==> src/rtl/pipeline_ctrl.sv <==
// Pipeline sequencing controller: PC-write, fetch/decode enable and flush controls,
// load-use stall, taken-branch squash, CALL/RET beat sequencing and a stall counter.
module pipeline_ctrl #(
   parameter int unsigned RA_W  = 3,
   parameter int unsigned CNT_W = 16
) (
   input  logic             clk,
   input  logic             rst_n,
   input  logic             decValid,
   input  logic [RA_W-1:0]  decSrc1,
   input  logic [RA_W-1:0]  decSrc2,
   input  logic             decUsesSrc1,
   input  logic             decUsesSrc2,
   input  logic             decIsCall,
   input  logic             decIsRet,
   input  logic             exMR,
   input  logic [RA_W-1:0]  exRd,
   input  logic             exBranchTaken,
   input  logic             retPcValid,
   input  logic             perfClr,
   output logic             pcWrite,
   output logic             fdEnable,
   output logic             fdFlush,
   output logic             deFlush,
   output logic [1:0]       firstTimeCall,
   output logic [1:0]       firstTimeRET,
   output logic [2:0]       ctrlState,
   output logic [CNT_W-1:0] stallCnt
);

   localparam logic [2:0] S_RUN   = 3'd0;
   localparam logic [2:0] S_CALL1 = 3'd1;
   localparam logic [2:0] S_CALL2 = 3'd2;
   localparam logic [2:0] S_RET1  = 3'd3;
   localparam logic [2:0] S_RET2  = 3'd4;
   localparam logic [2:0] S_RETW  = 3'd5;

   localparam logic [1:0] BEAT_NONE = 2'b00;
   localparam logic [1:0] BEAT_1    = 2'b01;
   localparam logic [1:0] BEAT_2    = 2'b10;

   localparam logic [CNT_W-1:0] CNT_MAX = {CNT_W{1'b1}};

   logic [2:0]       state_q, state_d;
   logic [CNT_W-1:0] cnt_q, cnt_d;
   logic             load_use;
   logic             src1_hit, src2_hit;

   // Decode instruction reads the register an in-flight load has not yet produced
   always_comb begin
      src1_hit = decUsesSrc1 & (decSrc1 == exRd);
      src2_hit = decUsesSrc2 & (decSrc2 == exRd);
      load_use = exMR & decValid & (src1_hit | src2_hit);
   end

   always_ff @(posedge clk or negedge rst_n) begin
      if (!rst_n) begin
         state_q <= S_RUN;
      end else begin
         state_q <= state_d;
      end
   end

   always_comb begin
      state_d = S_RUN;
      case (state_q)
         S_RUN: begin
            if (exBranchTaken || load_use) begin
               state_d = S_RUN;
            end else if (decValid && decIsCall) begin
               state_d = S_CALL1;
            end else if (decValid && decIsRet) begin
               state_d = S_RET1;
            end else begin
               state_d = S_RUN;
            end
         end
         S_CALL1: state_d = S_RUN;
         S_RET1:  state_d = S_RET2;
         S_RET2:  state_d = S_RETW;
         S_RETW:  state_d = retPcValid ? S_RUN : S_RETW;
         S_CALL2: state_d = S_RUN;
         default: state_d = S_RUN;
      endcase
   end

   always_comb begin
      pcWrite       = 1'b1;
      fdEnable      = 1'b1;
      fdFlush       = 1'b0;
      deFlush       = 1'b0;
      firstTimeCall = BEAT_NONE;
      firstTimeRET  = BEAT_NONE;
      case (state_q)
         S_RUN: begin
            if (exBranchTaken) begin
               fdFlush = 1'b1;
               deFlush = 1'b1;
            end else if (load_use) begin
               pcWrite  = 1'b0;
               fdEnable = 1'b0;
               deFlush  = 1'b1;
            end else if (decValid && decIsCall) begin
               pcWrite       = 1'b0;
               fdEnable      = 1'b0;
               firstTimeCall = BEAT_1;
            end else if (decValid && decIsRet) begin
               pcWrite      = 1'b0;
               fdEnable     = 1'b0;
               firstTimeRET = BEAT_1;
            end
         end
         // Second CALL beat loads the target PC and squashes the fetched slot
         S_CALL1: begin
            firstTimeCall = BEAT_2;
            fdFlush       = 1'b1;
         end
         S_RET1: begin
            firstTimeRET = BEAT_2;
            pcWrite      = 1'b0;
            fdFlush      = 1'b1;
         end
         S_RET2: begin
            pcWrite  = 1'b0;
            fdEnable = 1'b0;
            deFlush  = 1'b1;
         end
         // Hold fetch with bubbles until the popped return PC arrives
         S_RETW: begin
            if (retPcValid) begin
               fdFlush = 1'b1;
            end else begin
               pcWrite  = 1'b0;
               fdEnable = 1'b0;
               deFlush  = 1'b1;
            end
         end
         default: begin
         end
      endcase
   end

   always_comb begin
      cnt_d = cnt_q;
      if (perfClr) begin
         cnt_d = '0;
      end else if (!pcWrite && (cnt_q != CNT_MAX)) begin
         cnt_d = cnt_q + CNT_W'(1);
      end
   end

   always_ff @(posedge clk or negedge rst_n) begin
      if (!rst_n) begin
         cnt_q <= '0;
      end else begin
         cnt_q <= cnt_d;
      end
   end

   assign ctrlState = state_q;
   assign stallCnt  = cnt_q;

endmodule

==> config.mk <==
export PLATFORM = sky130hd
export DESIGN_NAME = pipeline_ctrl
export DESIGN_NICKNAME = d
export VERILOG_FILES = /design/src/rtl/pipeline_ctrl.sv
export SDC_FILE = /design/constraint.sdc
export NUM_CORES = 1
export LEC_CHECK = 0
export ABC_CLOCK_PERIOD_IN_PS = 2200
export BUFFER_PORTS_ARGS = -buffer_cell sky130_fd_sc_hd__buf_2
export CAP_MARGIN = 20
export CORE_MARGIN = 2
export CORE_UTILIZATION = 40
export CTS_BUF_LIST = sky130_fd_sc_hd__clkbuf_4 sky130_fd_sc_hd__clkbuf_8
export DETAILED_ROUTE_END_ITERATION = 8
export PLACE_DENSITY = 0.66
export SKIP_CTS_REPAIR_TIMING = 1
export SYNTH_ARGS = -nofsm -noshare
export SYNTH_HDL_FRONTEND = slang
export SYNTH_SLANG_ARGS = --single-unit
export TNS_END_PERCENT = 1
==> constraint.sdc <==
create_clock -name clk -period 2.2 [get_ports clk]
set_input_delay 0.44 -clock clk [delete_from_list [all_inputs] [get_ports clk]]
set_output_delay 0.44 -clock clk [all_outputs]
set_load 0.02 [all_outputs]
==> out/results.ini <==
[worst_setup_path]
arrival_ns = 1.66
setup.worst_path.start_class = primary input
rrSetupSlack_ns = 0.20
crit_path_end_kind = output pin
ff2ff_path_depth = 5
cp_max_fo = 2
crit_type = in2out
reg2reg_from = ctrlState[2]$_DFF_PN0_
worstSetupEndpoint = deFlush
cp.required_ns = 1.76
cp-startpoint = exRd[0]
reg2reg_to = stallCnt[0]$_DFFE_PN0P_

[placed_design]
dpl.hpwl_mm = 2.62
port_buffers = 46
pre_cts_ws_ns = 0.0601
gp_congestion = 0.788
place_inst = 245

[grt]
grt_max_degree = 28
grt_pass1_wl_mm = 6.13
track_usage = 0.184
antenna_found_initial = 0
grt_pass1_vias = 1379
grt_overflow = 0

[routing]
via_per_inst = 5.74
detail_route.first_pass.iterations = 4
drc = 0
wire_per_inst_um = 13.9
ant_nets = 0
first_iter_violations = 104
vias = 1436
wl_mm = 3.47

[synthesis]
synthCells = 156
synth_edf_count = 0
synth_top_family_by_area = simple AND/OR/NAND/NOR gates
yosys_warnings = 0
synth_area_leaders = dfrtp_1 33%, o31ai_1 5.2%, or4_1 5.2%
synth_top_flop_cell = dfrtp_1
synth.avg_cell_area_um2 = 9.18
synth_xor_area_frac = 0.0367
syn_nets = 177
synth_fa_ha_area_frac = 0.00873
synthSimpleGateAreaFrac = 0.318
synth.area.mux_share = 0.0306
synth_compound_area_frac = 0.201
synth_seq_area_share = 0.332
syn_area_um2 = 1430
yosysMostFrequentCell = dfrtp_1
synth.distinct_cells = 49
async_flop_share = 1.00
ys_ff_latch = 19
synth_area_leader_cell = dfrtp_1
ys_top_cells_by_count = 19 x dfrtp_1, 11 x a21oi_1, 10 x nand4_1, 10 x o31ai_1, 10 x or4_1
synth.top_cell.area_share = 0.332

[timing]
max-slew-margin-rel = 0.713
skew_ns = 0.0122
tns_ns = 0
timing.final.crit_period_ns = 2.10
setup_slack_ns = 0.0990
grt_setup_unrepaired = false
hold_viol = 0
max_freq_mhz = 476
fin_crit_sh = 0.955
worst_pin_slew_ns = 0.430
slew_viol_final = 0
setup_violations = 0

[power_and_ir_drop]
p_total_uw = 971
power_density_nw_per_um2 = 560
ir_worst_vdd_mv = 0.374
leakage_nw = 0.789

[worst_hold_path]
hold_class = in2async

[clocking]
max-clock-path-buffers = 2
cts_root_buffer = clkbuf_4
h-tree-depth = 1
cts_tree = yes
clkLatencyLatePin_ns = 0.30
path_clk_slew_ns = 0.12
cts_num_sinks = 19
cts_buffers = 3

[floorplan]
fp.coreArea_um2 = 3390
dieHeight_um = 63.8
start_util = 0.423
io-pin-count = 47
die_w_um = 63.8
rows = 21
dieArea_um2 = 4080

[run]
maxCapViolCount = 0

[outcome]
status = completed

[layout]
register_area_um2 = 479
final_nets = 226
fill_cells = 331
antenna_cells = 0
layout-drive-gt1-share = 0.387
final_cell_count_no_fill = 250
area_growth_pct = 21.1
multi_input_area_um2 = 863

## cell type report
cell class | instances | share of cell area
clock buffer | 4 | 0.0173
inverter | 3 | 0.00649
multi-input combinational | 124 | 0.497
sequential | 19 | 0.276
tap | 46 | 0.0332
timing repair buffer | 54 | 0.169
## layer usage
metal,up-vias,track usage,part of all wire
li1,705,-,-
met1,699,0.229,0.42
met5,-,0,0
met2,30,0.332,0.53
met3,2,0.0440,0.044
met4,0,0.0163,0.0023
## cell families (layout without fill, tap and decap cells)
logic type | after synthesis | in the layout
buf+inv | 13 | 61
simple gates | 75 | 75
compound gates | 38 | 38
xor+xnor | 6 | 6
mux | 4 | 4
fa+ha+maj | 1 | 1
flops | 19 | 19
## report_power, final
group | internal, mW | switching (mW) | total, mW | leakage [nW]
combinational | 0.149 | 0.226 | 0.375 | 0.512
sequential | 0.367 | 0.0367 | 0.404 | 0.259
clock | 0.0830 | 0.109 | 0.192 | 0.0184
total | 0.599 | 0.372 | 0.971 | 0.789
## per-stage QoR
stage	area (um^2)	utilization	hold WS, ns
final	1740	0.512	0.0543
after CTS	1710	0.504	0.0677
after global routing	1740	0.512	0.0756
after floorplan	1430	-	0.144
after detailed placement	1680	0.495	0.404
after global placement	1680	0.495	0.399
## cell usage in the layout, fill, tap and decap left out, drive strengths merged, types with 2 or more instances in the layout
master	n
o211a	2
o21ai	2
nor2	9
and2	3
buf	54
inv	3
nand3	8
dfrtp	19
o31a	2
nor2b	3
nor3	4
mux2	3
o31ai	10
nand2	7
xnor2	6
nand4	11
or4	10
and3	8
and4b	2
o21ba	2
nand2b	3
nor4	3
a21oi	11
clkbuf	4
## worst min-delay path by stage
stage	from	endpoint	slack (ns)	cells after the start
finish	rst_n	stallCnt[13]$_DFFE_PN0P_	0.05	1
global route	rst_n	stallCnt[13]$_DFFE_PN0P_	0.08	1
CTS	rst_n	stallCnt[13]$_DFFE_PN0P_	0.07	1
detailed placement	rst_n	stallCnt[13]$_DFFE_PN0P_	0.40	1
global placement	rst_n	stallCnt[13]$_DFFE_PN0P_	0.40	1
floorplan	rst_n	ctrlState[0]$_DFF_PN0_	0.14	0
## flip-flops by register name (all words and copies together) (netlist names)
register	count
ctrlState	3
stallCnt	16
## worst max-delay path, cell delays in order
cell and delay (ns):
buf_2 0.12, xnor2_1 0.21, nand4_1 0.14, a21oi_2 0.18, nor2_1 0.08, a221oi_1 0.28
buf_2 0.21
No activity file was read; power rests on OpenSTA's default activity.
